**src/rtl/audio_i2s_receiver_pkg.sv**
```systemverilog
// Shared definitions for the I2S receive path.
//
// Contents:
//   rx_state_e   - receiver frame-alignment states (SYNC_WAIT / LEFT / RIGHT)
//   AUDIO_DATA_W - default captured word width; 24 when the build defines
//                  AUDIO_24BIT, otherwise 16
//   clog2        - ceiling log2 helper for sizing counters at elaboration
package audio_i2s_receiver_pkg;

  typedef enum logic [1:0] {
    SYNC_WAIT = 2'd0,
    LEFT      = 2'd1,
    RIGHT     = 2'd2
  } rx_state_e;

`ifdef AUDIO_24BIT
  localparam int AUDIO_DATA_W = 24;
`else
  localparam int AUDIO_DATA_W = 16;
`endif

  // Returns ceil(log2(value)); clog2(1) = 0.
  function automatic int clog2(input int value);
    int result;
    int rem;
    result = 0;
    rem    = value - 1;
    while (rem > 0) begin
      result = result + 1;
      rem    = rem >> 1;
    end
    return result;
  endfunction

endpackage

```
**src/rtl/audio_i2s_receiver_sync.sv**
```systemverilog
// i2s_in_sync: brings an externally clocked serial interface (bit clock,
// word select, data) into the system clock domain and detects bit-clock
// rising edges. The bit clock is treated purely as data, never as a clock.
//
// Ports:
//   clk      in   system clock
//   rst_n    in   asynchronous active-low reset
//   bck_in   in   raw external bit clock
//   lrck_in  in   raw external word select
//   dat_in   in   raw external serial data
//   bck_rise out  one-cycle pulse per synchronised bit-clock rising edge
//   lrck_s   out  synchronised word select, aligned with bck_rise
//   dat_s    out  synchronised data, aligned with bck_rise
module i2s_in_sync #(
  parameter int STAGES = 2
) (
  input  logic clk,
  input  logic rst_n,
  input  logic bck_in,
  input  logic lrck_in,
  input  logic dat_in,
  output logic bck_rise,
  output logic lrck_s,
  output logic dat_s
);

  logic [STAGES-1:0] bck_sync;
  logic [STAGES-1:0] lrck_sync;
  logic [STAGES-1:0] dat_sync;
  logic              bck_d;

  // All three inputs pass through the same number of flops so LRCK and DATA
  // seen alongside bck_rise are the values present at the external BCK rise.
  // bck_d is the one extra stage used only for edge detection.
  always_ff @(posedge clk or negedge rst_n) begin
    if (!rst_n) begin
      bck_sync  <= '0;
      lrck_sync <= '0;
      dat_sync  <= '0;
      bck_d     <= 1'b0;
    end else begin
      bck_sync  <= {bck_sync[STAGES-2:0], bck_in};
      lrck_sync <= {lrck_sync[STAGES-2:0], lrck_in};
      dat_sync  <= {dat_sync[STAGES-2:0], dat_in};
      bck_d     <= bck_sync[STAGES-1];
    end
  end

  assign bck_rise = bck_sync[STAGES-1] & ~bck_d;
  assign lrck_s   = lrck_sync[STAGES-1];
  assign dat_s    = dat_sync[STAGES-1];

endmodule

```
**src/rtl/audio_i2s_receiver.sv**
```systemverilog
// audio_i2s_receiver: I2S slave receiver running entirely on OSC_CLK.
// Deserialises an external ADC/line-in stream into left/right sample pairs
// and hands them to the synth engine through a valid/ready handshake.
//
// Ports:
//   OSC_CLK      in   system clock
//   reset_reg_N  in   asynchronous active-low reset
//   iAUD_BCK     in   external bit clock (oversampled, not used as a clock)
//   iAUD_LRCK    in   word select, 0 = left, 1 = right
//   iAUD_ADCDAT  in   serial data, MSB first, one BCK after the LRCK change
//   o_lsound_in  out  left sample, two's complement, left-justified
//   o_rsound_in  out  right sample, two's complement, left-justified
//   o_valid      out  a sample pair is available
//   i_ready      in   consumer takes the pair when o_valid && i_ready
//   o_overrun    out  sticky flag: an unconsumed pair was overwritten
//   i_clr_ovr    in   synchronous clear of o_overrun
module audio_i2s_receiver
  import audio_i2s_receiver_pkg::*;
#(
  parameter int DATA_W      = AUDIO_DATA_W,
  parameter int SLOT_W      = 32,
  parameter int SYNC_STAGES = 2
) (
  input  logic              OSC_CLK,
  input  logic              reset_reg_N,
  input  logic              iAUD_BCK,
  input  logic              iAUD_LRCK,
  input  logic              iAUD_ADCDAT,
  output logic [DATA_W-1:0] o_lsound_in,
  output logic [DATA_W-1:0] o_rsound_in,
  output logic              o_valid,
  input  logic              i_ready,
  output logic              o_overrun,
  input  logic              i_clr_ovr
);

  localparam int CNT_W = clog2(SLOT_W) + 1;
  localparam int IDX_W = (DATA_W > 1) ? clog2(DATA_W) : 1;

  localparam logic [CNT_W-1:0] DATA_W_CNT = CNT_W'(DATA_W);
  localparam logic [CNT_W-1:0] SLOT_W_CNT = CNT_W'(SLOT_W);
  localparam logic [IDX_W-1:0] MSB_IDX    = IDX_W'(DATA_W - 1);

  logic              bck_rise;
  logic              lrck_s;
  logic              dat_s;

  rx_state_e         state_q;
  rx_state_e         state_d;
  logic              commit_left;
  logic              commit_right;

  logic              lrck_prev;
  logic              lrck_edge;
  logic [DATA_W-1:0] shift_reg;
  logic [CNT_W-1:0]  bit_cnt;
  logic [IDX_W-1:0]  bit_idx;
  logic [DATA_W-1:0] l_hold;
  logic [DATA_W-1:0] r_word;
  logic              pub_req;

  i2s_in_sync #(
    .STAGES (SYNC_STAGES)
  ) u_sync (
    .clk      (OSC_CLK),
    .rst_n    (reset_reg_N),
    .bck_in   (iAUD_BCK),
    .lrck_in  (iAUD_LRCK),
    .dat_in   (iAUD_ADCDAT),
    .bck_rise (bck_rise),
    .lrck_s   (lrck_s),
    .dat_s    (dat_s)
  );

  // A change of the sampled word select marks the I2S delay bit: it closes
  // the slot that just ended and carries no data for the new one.
  assign lrck_edge = bck_rise & (lrck_s ^ lrck_prev);

  // MSB-first placement: bit n of the slot lands at DATA_W-1-n, so a short
  // slot leaves its uncaptured LSBs at zero.
  assign bit_idx = MSB_IDX - bit_cnt[IDX_W-1:0];

  always_ff @(posedge OSC_CLK or negedge reset_reg_N) begin
    if (!reset_reg_N) begin
      state_q <= SYNC_WAIT;
    end else begin
      state_q <= state_d;
    end
  end

  // Frame alignment. SYNC_WAIT only leaves on a 1->0 word-select edge so the
  // first pair published is always a complete left+right frame.
  always_comb begin
    state_d      = state_q;
    commit_left  = 1'b0;
    commit_right = 1'b0;
    if (lrck_edge) begin
      case (state_q)
        SYNC_WAIT: begin
          if (!lrck_s) state_d = LEFT;
        end
        LEFT: begin
          if (lrck_s) begin
            commit_left = 1'b1;
            state_d     = RIGHT;
          end
        end
        RIGHT: begin
          if (!lrck_s) begin
            commit_right = 1'b1;
            state_d      = LEFT;
          end
        end
        default: state_d = SYNC_WAIT;
      endcase
    end
  end

  // Bit capture and word holding. pub_req delays publication by one cycle so
  // the output registers load from the already-latched right word.
  always_ff @(posedge OSC_CLK or negedge reset_reg_N) begin
    if (!reset_reg_N) begin
      lrck_prev <= 1'b0;
      shift_reg <= '0;
      bit_cnt   <= '0;
      l_hold    <= '0;
      r_word    <= '0;
      pub_req   <= 1'b0;
    end else begin
      pub_req <= commit_right;
      if (commit_left)  l_hold <= shift_reg;
      if (commit_right) r_word <= shift_reg;
      if (bck_rise) begin
        lrck_prev <= lrck_s;
        if (lrck_edge) begin
          shift_reg <= '0;
          bit_cnt   <= '0;
        end else if (state_q != SYNC_WAIT) begin
          if (bit_cnt < DATA_W_CNT) shift_reg[bit_idx] <= dat_s;
          if (bit_cnt < SLOT_W_CNT) bit_cnt <= bit_cnt + CNT_W'(1);
        end
      end
    end
  end

  // Output handshake. A publish always loads; the overrun flag is raised
  // only if the pair being replaced was not taken in the same cycle, and a
  // new overrun beats a simultaneous clear.
  always_ff @(posedge OSC_CLK or negedge reset_reg_N) begin
    if (!reset_reg_N) begin
      o_lsound_in <= '0;
      o_rsound_in <= '0;
      o_valid     <= 1'b0;
      o_overrun   <= 1'b0;
    end else begin
      if (pub_req) begin
        o_lsound_in <= l_hold;
        o_rsound_in <= r_word;
        o_valid     <= 1'b1;
      end else if (o_valid && i_ready) begin
        o_valid <= 1'b0;
      end
      if (pub_req && o_valid && !i_ready) begin
        o_overrun <= 1'b1;
      end else if (i_clr_ovr) begin
        o_overrun <= 1'b0;
      end
    end
  end

endmodule

```
**config.mk**
```make
export PLATFORM = sky130hd
export DESIGN_NAME = audio_i2s_receiver
export DESIGN_NICKNAME = d
export VERILOG_FILES = /design/src/rtl/audio_i2s_receiver_pkg.sv /design/src/rtl/audio_i2s_receiver_sync.sv /design/src/rtl/audio_i2s_receiver.sv
export SDC_FILE = /design/constraint.sdc
export NUM_CORES = 1
export LEC_CHECK = 0
export ABC_CLOCK_PERIOD_IN_PS = 1600
export CORE_ASPECT_RATIO = 1.4
export CORE_MARGIN = 1
export CORE_UTILIZATION = 51
export CTS_CLUSTER_SIZE = 20
export DETAILED_ROUTE_END_ITERATION = 10
export GPL_TIMING_DRIVEN = 0
export PLACE_DENSITY_LB_ADDON = 0.05
export SLEW_MARGIN = 20
export SYNTH_ARGS = -nofsm -noshare
export SYNTH_HDL_FRONTEND = slang
export SYNTH_SLANG_ARGS = --single-unit
```
**constraint.sdc**
```tcl
create_clock -name OSC_CLK -period 1.6 [get_ports OSC_CLK]
set_clock_uncertainty 0.15 [all_clocks]
set_input_delay 0.32 -clock OSC_CLK [delete_from_list [all_inputs] [get_ports OSC_CLK]]
set_output_delay 0.32 -clock OSC_CLK [all_outputs]
set_load 0.03 [all_outputs]
```
==> impl_metrics.json, run 1 <==
{
  "seq_power_share": 0.528,
  "place.detailed.hpwl_um": 4900,
  "ys_seq_area_frac": 0.607,
  "core-area_um2": 7750,
  "timing.rr.start": "u_sync.bck_d$_DFF_PN0_",
  "io_buffers": 40,
  "synth.area.top_cells": "dfrtp_1, mux2_2, mux2i_1",
  "cp_data_required_time_ns": 1.71,
  "switchingPower_mw": 1.24,
  "syn_area_um2": 4080,
  "gp_congestion": 0.810,
  "synthCells": 289,
  "htree_levels": 3,
  "drtAntennaViolNets": 0,
  "cts_root_buffer": "clkbuf_8",
  "grt-ovfl-total": 0,
  "p_leak_nw": 2.69,
  "cap_violations": 0,
  "place_ws_ns": -0.399,
  "grt_start_max_net_pins": 82,
  "netSwitchingFraction": 0.250,
  "nets": 376,
  "drtPass1Iterations": 4,
  "yosys-top-cells-count": "dfrtp_1, mux2_2, o21ai_0",
  "ios": 41,
  "critPathSlowestCell": "dfrtp_2",
  "cts.path.max_buffers": 2,
  "synth_ff_type": "dfrtp_1",
  "antenna_found_initial": 0,
  "fmax_mhz": 581,
  "finalSetupViolations": 26,
  "synthDistinctLibCells": 38,
  "viasPerCell": 5.53,
  "end_kind": "register",
  "num_vias": 2599,
  "worst_pin_slew_ns": 0.476,
  "pwr-share-clk": 0.359,
  "power_density_nw_per_um2": 947,
  "fin_ws_ns": -0.121,
  "cts_tree": "done",
  "clk_pin_slew_ns": 0.10,
  "finalNonFillerCells": 470,
  "worst_setup_path_start_kind": "register",
  "finalWirelength_um": 8170,
  "reg2regPathDepth": 5,
  "die_h_um": 108,
  "diodes": 0,
  "synth_edf_count": 0,
  "peakVddDrop_v": 0.000619,
  "relSlewSlack": 0.682,
  "start_util": 0.526,
  "synth_top_cell_by_area": "dfrtp_1",
  "yosysTopAreaCellShare": 0.607,
  "die_area_um2": 8370,
  "avgSynthCellArea_um2": 14.1,
  "track_usage": 0.199,
  "cp.arrival_ns": 1.83,
  "p_comb_frac": 0.113,
  "cts_sinks": 99,
  "rows": 38,
  "hold_viol_final": 0,
  "outcome": "complete, but fails checks",
  "hold_path.class": "in -> async",
  "cp_max_fo": 10,
  "r2r-end": "r_word[12]$_DFFE_PN0P_",
  "wl_per_cell_um": 17.4,
  "grt_pass1_wl_um": 12500,
  "violations": "setup timing",
  "synth_seq_cells": 99,
  "numCtsBuffers": 9,
  "rsz0062_at_grt": "yes",
  "internal_power_mw": 3.71,
  "dp_cells": 430,
  "synth-warning-count": 0,
  "period_share": 1.08,
  "slowest_delay_ns": 0.45,
  "path_cells": "buf_6, nor3b_4, nand4b_4, buf_8, mux2_4",
  "r2r_setup_slack_ns": -0.12,
  "synthArstFlopShare": 1.00,
  "synthMostInstantiatedCell": "dfrtp_1",
  "final-max-slew-violation-count": 0,
  "grt_pass1_vias": 2533,
  "period_needed_ns": 1.72,
  "area_delta_synth_final_pct": 28.0,
  "drive_gt1_frac": 0.505,
  "cp-startpoint": "u_sync.bck_d$_DFF_PN0_",
  "clock_latency_ns": 0.37,
  "synth_nets": 300,
  "post-route-drc-count": 0,
  "drt_iter0_drc": 113,
  "chipWidth_um": 77.6,
  "path_class": "reg -> reg"
}
[critical path, delay by kind of cell, from the launching register on]
family / cells / cell delay [ns]
simple gates: 2 / 0.39
mux: 1 / 0.30
buf+inv: 2 / 0.32
flops: 1 / 0.45
[worst max path at each step]
stage	endpoint	slack, ns	cells past startpoint
2_1_floorplan	r_word[10]$_DFFE_PN0P_	-0.05	4
3_3_place_gp	u_sync.lrck_sync[1]$_DFF_PN0_	-3.95	1
3_5_place_dp	shift_reg[3]$_DFFE_PN0P_	-0.40	5
4_1_cts	r_word[7]$_DFFE_PN0P_	-0.12	5
5_1_grt	r_word[9]$_DFFE_PN0P_	-0.17	5
6_report	r_word[12]$_DFFE_PN0P_	-0.12	5
[stage by stage]
step / hold WS, ns / area, µm² / TNS, ns / utilization / power, mW
5_1_grt: 0.208 / 5220 / -3.85 / 0.674 / 5.16
6_report: 0.192 / 5220 / -2.08 / 0.674 / 4.95
3_3_place_gp: 0.183 / 4620 / -369.51 / 0.597 / 2.94
2_1_floorplan: -0.126 / 4100 / -0.424 / - / 2.82
4_1_cts: 0.178 / 5080 / -1.73 / 0.656 / 4.83
3_5_place_dp: 0.0207 / 4650 / -14.48 / 0.600 / 2.96
[routing by layer]
layer  track usage  vias up  part of all wire
li1              -     1189                 -
met1         0.249     1331              0.43
met2         0.324       62              0.51
met3        0.0415       17             0.032
met4         0.102        0             0.030
met5             0        -                 0
[cells by family after synthesis]
| group | Yosys count | synth area share |
|---|---|---|
| AO/OA/AOI/OAI | 35 | 0.0524 |
| XOR/XNOR | 1 | 0.00215 |
| multiplexers | 80 | 0.224 |
| flip-flops | 99 | 0.607 |
| buffers and inverters | 25 | 0.0279 |
| AND/OR/NAND/NOR | 45 | 0.0739 |
| adder cells (fa/ha/maj) | 4 | 0.0123 |
[layout by cell type (no fill, tap or decap), types with 7 or more instances in the layout]
master    synthesis  final
buf_4             0     21
mux2_2           55     55
nand3_1          16     12
o21ai_1           1      7
clkbuf_2          1     31
o21ai_0          18     10
mux2i_1          16     16
clkbuf_8          0     10
dfrtp_2           0      7
buf_6             1     11
mux2_4            9      9
dfrtp_1          99     92
[area by class of cell]
cell class | count | area (µm²)
multi-input combinational | 165 | 1650
sequential | 99 | 2490
fill | 545 | 2530
tap | 100 | 125
inverter | 6 | 25.0
clock inverter | 7 | 98.8
buffer | 14 | 138
clock buffer | 9 | 124
timing repair buffer | 70 | 577
[power groups by stage]
| stage | combinational, mW | clock, mW | sequential, mW |
|---|---|---|---|
| floorplan | 0.197 | 0 | 2.62 |
| global placement | 0.311 | 0 | 2.63 |
| detailed placement | 0.326 | 0 | 2.63 |
| CTS | 0.391 | 1.83 | 2.61 |
| global route | 0.616 | 1.92 | 2.62 |
| finish | 0.560 | 1.77 | 2.61 |
[timing repair]
| item | 4_1_cts | 5_1_grt |
|---|---|---|
| gates resized for setup | 102 | 68 |
| cloned | 0 | 2 |
| hold endpoints to repair | 99 | 0 |
| setup endpoints to repair | 117 | 77 |
| buffers inserted | 10 | 16 |
| pin swaps | 2 | 9 |
| hold buffers | 1 | 0 |
(Power assumes the default switching activity.)
==> run 2: changes to the inputs <==
Settings changed: CORE_UTILIZATION 51 to 32.
==> impl_metrics.json, run 2 (same netlist as run 1, synthesis figures left out) <==
{
  "path_class": "reg -> reg",
  "post-route-drc-count": 0,
  "drt_iter0_drc": 60,
  "clock_latency_ns": 0.34,
  "ios": 41,
  "period_needed_ns": 1.70,
  "peakVddDrop_v": 0.000566,
  "num_vias": 2478,
  "io_buffers": 40,
  "end_kind": "register",
  "worst_setup_path_start_kind": "register",
  "numCtsBuffers": 9,
  "cts_root_buffer": "clkbuf_16",
  "path_cells": "nor3b_4, nand4b_4, clkbuf_16, mux2_4",
  "worstPathBufferInverterCount": 1,
  "relSlewSlack": 0.741,
  "track_usage": 0.138,
  "cp.arrival_ns": 1.78,
  "p_total_mw": 5.80,
  "final_common_cell": "dfrtp_1",
  "fmax_mhz": 589,
  "antenna_found_initial": 0,
  "start_util": 0.330,
  "p_leak_nw": 2.78,
  "viasPerCell": 4.85,
  "violations": "setup timing",
  "critPathSlowestCell": "dfrtp_2",
  "cp_top_family": "simple AND/OR/NAND/NOR gates",
  "hold_path.class": "reg -> reg",
  "area_delta_synth_final_pct": 32.8,
  "finalWirelength_um": 8520,
  "finalSetupViolations": 25,
  "fin_ws_ns": -0.0972,
  "finalNonFillerCells": 511,
  "layout_common_cells": "dfrtp_1, mux2_2, clkdlybuf4s15_1",
  "grt-ovfl-total": 0,
  "cts_tree": "done",
  "clk_pin_slew_ns": 0.07,
  "slowest_delay_ns": 0.44,
  "rsz0062_at_grt": "yes",
  "final_util": 0.438,
  "cts.path.max_buffers": 2,
  "hold_viol_final": 0,
  "die_area_um2": 13200,
  "cap_violations": 0,
  "drtAntennaViolNets": 0,
  "grt_start_max_net_pins": 62,
  "drtPass1Iterations": 4,
  "final-max-slew-violation-count": 0,
  "nets": 367,
  "rows": 48,
  "cp_max_fo": 5,
  "chipWidth_um": 97.4,
  "cp-startpoint": "u_sync.lrck_sync[1]$_DFF_PN0_",
  "worst_pin_slew_ns": 0.389,
  "die_h_um": 136,
  "drive_gt1_frac": 0.416,
  "grt_pass1_vias": 2562,
  "dp_cells": 480,
  "period_share": 1.06,
  "core-area_um2": 12400,
  "outcome": "complete, but fails checks",
  "wl_per_cell_um": 16.7,
  "hp-start": "u_sync.lrck_sync[0]$_DFF_PN0_",
  "htree_levels": 3,
  "grt_pass1_wl_um": 14000,
  "timing.rr.start": "u_sync.lrck_sync[1]$_DFF_PN0_",
  "cp_data_required_time_ns": 1.68,
  "gp_congestion": 0.824,
  "place.detailed.hpwl_um": 5470,
  "cts_sinks": 99,
  "diodes": 0,
  "power_density_nw_per_um2": 1070
}
## run 2: changes by cell type in the layout (fill, tap and decap cells not counted), moves of 6 or more
| cell | delta |
|---|---|
| clkbuf_8 | -8 |
| clkbuf_2 | -26 |
| clkbuf_16 | +8 |
| buf_4 | -6 |
| dlygate4sd2_1 | +15 |
| clkdlybuf4s15_1 | +14 |
## run 2: final cells by class
type,instances,area (µm²)
Buffer,14,141
Clock buffer,10,239
Clock inverter,6,134
Fill cell,1174,6950
Inverter,6,22.5
Multi-Input combinational cell,165,1610
Sequential cell,99,2490
Tap cell,150,188
Timing Repair Buffer,61,603
## run 2: worst register-to-register path: stages (launching register included)
cell	delay (ns)
dfrtp_2	0.44
nor3b_4	0.25
nand4b_4	0.22
clkbuf_16	0.23
mux2_4	0.29
## run 2: worst paths after layout
kind,endpoint,slack [ns],cells past startpoint
max reg2reg,r_word[14]$_DFFE_PN0P_,-0.1,4
max in group asynchronous,r_word[7]$_DFFE_PN0P_,0.37,3
min reg2reg,u_sync.lrck_sync[1]$_DFF_PN0_,0.20,0
max,r_word[14]$_DFFE_PN0P_,-0.1,4
min in group asynchronous,o_lsound_in[11]$_DFFE_PN0P_,0.30,2
min,u_sync.lrck_sync[1]$_DFF_PN0_,0.20,0
## run 2: metrics by stage
step	worst slack (ns)	hold slack (ns)	instance area (µm²)	TNS, ns
after global routing	-0.139	0.206	5420	-3.06
after floorplan	-0.0469	-0.126	4100	-0.424
after CTS	-0.119	0.204	5300	-1.92
final	-0.0972	0.200	5420	-1.16
after detailed placement	-0.500	0.117	4720	-18.94
after global placement	-4.31	0.182	4690	-406.18
## run 2: repair_timing
action                                 4_1_cts  5_1_grt
hold buffers                                 1        0
gates resized for setup                     70       45
gates cloned                                 1        0
setup endpoints to repair                  119       73
setup buffers                               11        7
endpoints found under the hold margin       38        0
pin swaps                                    4        4
## run 2: report_power, final
| part | total (mW) | internal, mW | switching [mW] |
|---|---|---|---|
| clock network | 2.69 | 1.73 | 0.961 |
| registers | 2.61 | 2.55 | 0.0594 |
| logic | 0.503 | 0.246 | 0.258 |
| total | 5.80 | 4.53 | 1.28 |
## run 2: routing by layer
layer / global-route usage / part of all wire
met2: 0.227 / 0.50
met5: 0 / 0
met1: 0.176 / 0.45
met3: 0.0181 / 0.023
met4: 0.0784 / 0.025
==> run 3: changes to the inputs <==
Settings changed: CAP_MARGIN set to 20, PLACE_DENSITY set to 0.5, PLACE_DENSITY_LB_ADDON 0.05 to not set.
==> impl_metrics.json, run 3 (same netlist as run 1, synthesis figures left out) <==
{
  "outcome": "complete, but fails checks",
  "violations": "setup timing",
  "cp_data_required_time_ns": 1.67,
  "drtPass1Iterations": 4,
  "ios": 41,
  "period_needed_ns": 1.74,
  "relSlewSlack": 0.659,
  "drive_gt1_frac": 0.430,
  "place.detailed.hpwl_um": 5360,
  "path_class": "reg -> reg",
  "layout_common_cells": "dfrtp_1, mux2_2, dlygate4sd2_1",
  "cts_root_buffer": "clkbuf_16",
  "fmax_mhz": 575,
  "start_util": 0.330,
  "fin_area_um2": 5550,
  "reg2regPathDepth": 5,
  "final_common_cell": "dfrtp_1",
  "r2r-end": "r_word[13]$_DFFE_PN0P_",
  "timing.rr.start": "u_sync.lrck_sync[1]$_DFF_PN0_",
  "area_delta_synth_final_pct": 36.1,
  "gp_congestion": 0.778,
  "rows": 48,
  "peakVddDrop_v": 0.000410,
  "die_area_um2": 13200,
  "finalSetupViolations": 26,
  "power_density_nw_per_um2": 956,
  "whs_endpoint": "u_sync.dat_sync[1]$_DFF_PN0_",
  "holdPathStages": 0,
  "drt_iter0_drc": 62,
  "htree_levels": 3,
  "worst_setup_path_start_kind": "register",
  "diodes": 0,
  "wl_per_cell_um": 16.4,
  "clock_latency_ns": 0.34,
  "r2r_setup_slack_ns": -0.14,
  "viasPerCell": 4.82,
  "grt_pass1_vias": 2621,
  "p_total_mw": 5.31,
  "fillers": 1129,
  "drtAntennaViolNets": 0,
  "place_ws_ns": -0.471,
  "cts_sinks": 99,
  "chipWidth_um": 97.4,
  "placed_cell_area_um2": 4720,
  "post-route-drc-count": 0,
  "grt_pass1_wl_um": 13900,
  "hold_path.class": "reg -> reg",
  "die_h_um": 136,
  "hold_viol_final": 0,
  "cts.path.max_buffers": 2,
  "numCtsBuffers": 9,
  "grt-ovfl-total": 0,
  "track_usage": 0.136,
  "final-max-slew-violation-count": 0,
  "cts_tree": "done",
  "core-area_um2": 12400,
  "rsz0062_at_grt": "yes",
  "antenna_found_initial": 0,
  "worst_pin_slew_ns": 0.511,
  "fin_ws_ns": -0.138,
  "nets": 381,
  "num_vias": 2527,
  "hp-start": "u_sync.dat_sync[0]$_DFF_PN0_",
  "end_kind": "register",
  "finalWirelength_um": 8600,
  "io_buffers": 40,
  "cp.arrival_ns": 1.81,
  "cap_violations": 0,
  "clk_pin_slew_ns": 0.07,
  "period_share": 1.09,
  "grt_start_max_net_pins": 52,
  "cp_max_fo": 5,
  "p_leak_nw": 2.85
}
[run 3: cell count changes in the layout (fill, tap and decap cells not counted), moves of 5 or more]
cell,before,now
buf_4,15,20
buf_6,7,15
clkdlybuf4s15_1,17,12
dlygate4sd2_1,15,21
[run 3: what timing repair did]
item                                    4_1_cts  5_1_grt
pin swaps                                     5       16
hold endpoints to repair                     48        0
resized for setup                            82       38
hold buffers                                  1        0
cloned                                        2        3
endpoints found under the setup margin      110       66
buffers inserted                             22       10
[run 3: area by class of cell]
class / count / area [µm²] / share of cell area
clock buffers: 11 / 233 / 0.0419
repair buffers: 76 / 766 / 0.138
well taps: 150 / 188 / 0.0338
multi-input cells: 165 / 1660 / 0.298
plain buffers: 13 / 150 / 0.0270
flip-flops and latches: 99 / 2490 / 0.448
inverters: 6 / 22.5 / 0.00406
clock inverters: 4 / 51.3 / 0.00924
[run 3: layer usage]
metal / share of wire / GRT usage / up-vias
met5: 0 / 0 / -
met4: 0.019 / 0.0564 / 0
met3: 0.022 / 0.0299 / 12
met2: 0.52 / 0.239 / 33
met1: 0.43 / 0.162 / 1287
li1: - / - / 1195
[run 3: report_power, final]
part | switching, mW | internal, mW | leakage (nW) | total, mW
logic | 0.278 | 0.272 | 1.36 | 0.550
registers | 0.0625 | 2.55 | 1.36 | 2.61
clock network | 0.939 | 1.21 | 0.136 | 2.15
[run 3: how the worst max path moves through the flow]
stage                                        from  cells after the start                            end  slack [ns]
global route               u_sync.bck_d$_DFF_PN0_                      6       shift_reg[2]$_DFFE_PN0P_       -0.18
floorplan           u_sync.lrck_sync[1]$_DFF_PN0_                      4         r_word[10]$_DFFE_PN0P_       -0.05
finish              u_sync.lrck_sync[1]$_DFF_PN0_                      5         r_word[13]$_DFFE_PN0P_       -0.14
global placement                      reset_reg_N                      1  u_sync.lrck_sync[1]$_DFF_PN0_       -4.02
CTS                        u_sync.bck_d$_DFF_PN0_                      5         r_word[13]$_DFFE_PN0P_       -0.15
detailed placement         bit_cnt[1]$_DFFE_PN0P_                      5       shift_reg[2]$_DFFE_PN0P_       -0.47
[run 3: worst max-delay path, cell delays in order, from the launching register on]
cell and delay, ns:
dfrtp_2 0.43, nor3b_4 0.26, nand4b_4 0.18, buf_12 0.18
buf_12 0.13, mux2_4 0.29
[run 3: through the flow]
step	setup TNS [ns]	utilization	hold slack, ns	cells
after detailed placement	-15.18	0.381	0.142	480
after CTS	-3.39	0.435	0.200	517
after floorplan	-0.424	-	-0.126	289
after global placement	-377.13	0.379	0.183	479
final	-2.18	0.449	0.199	524
after global routing	-3.92	0.449	0.213	524
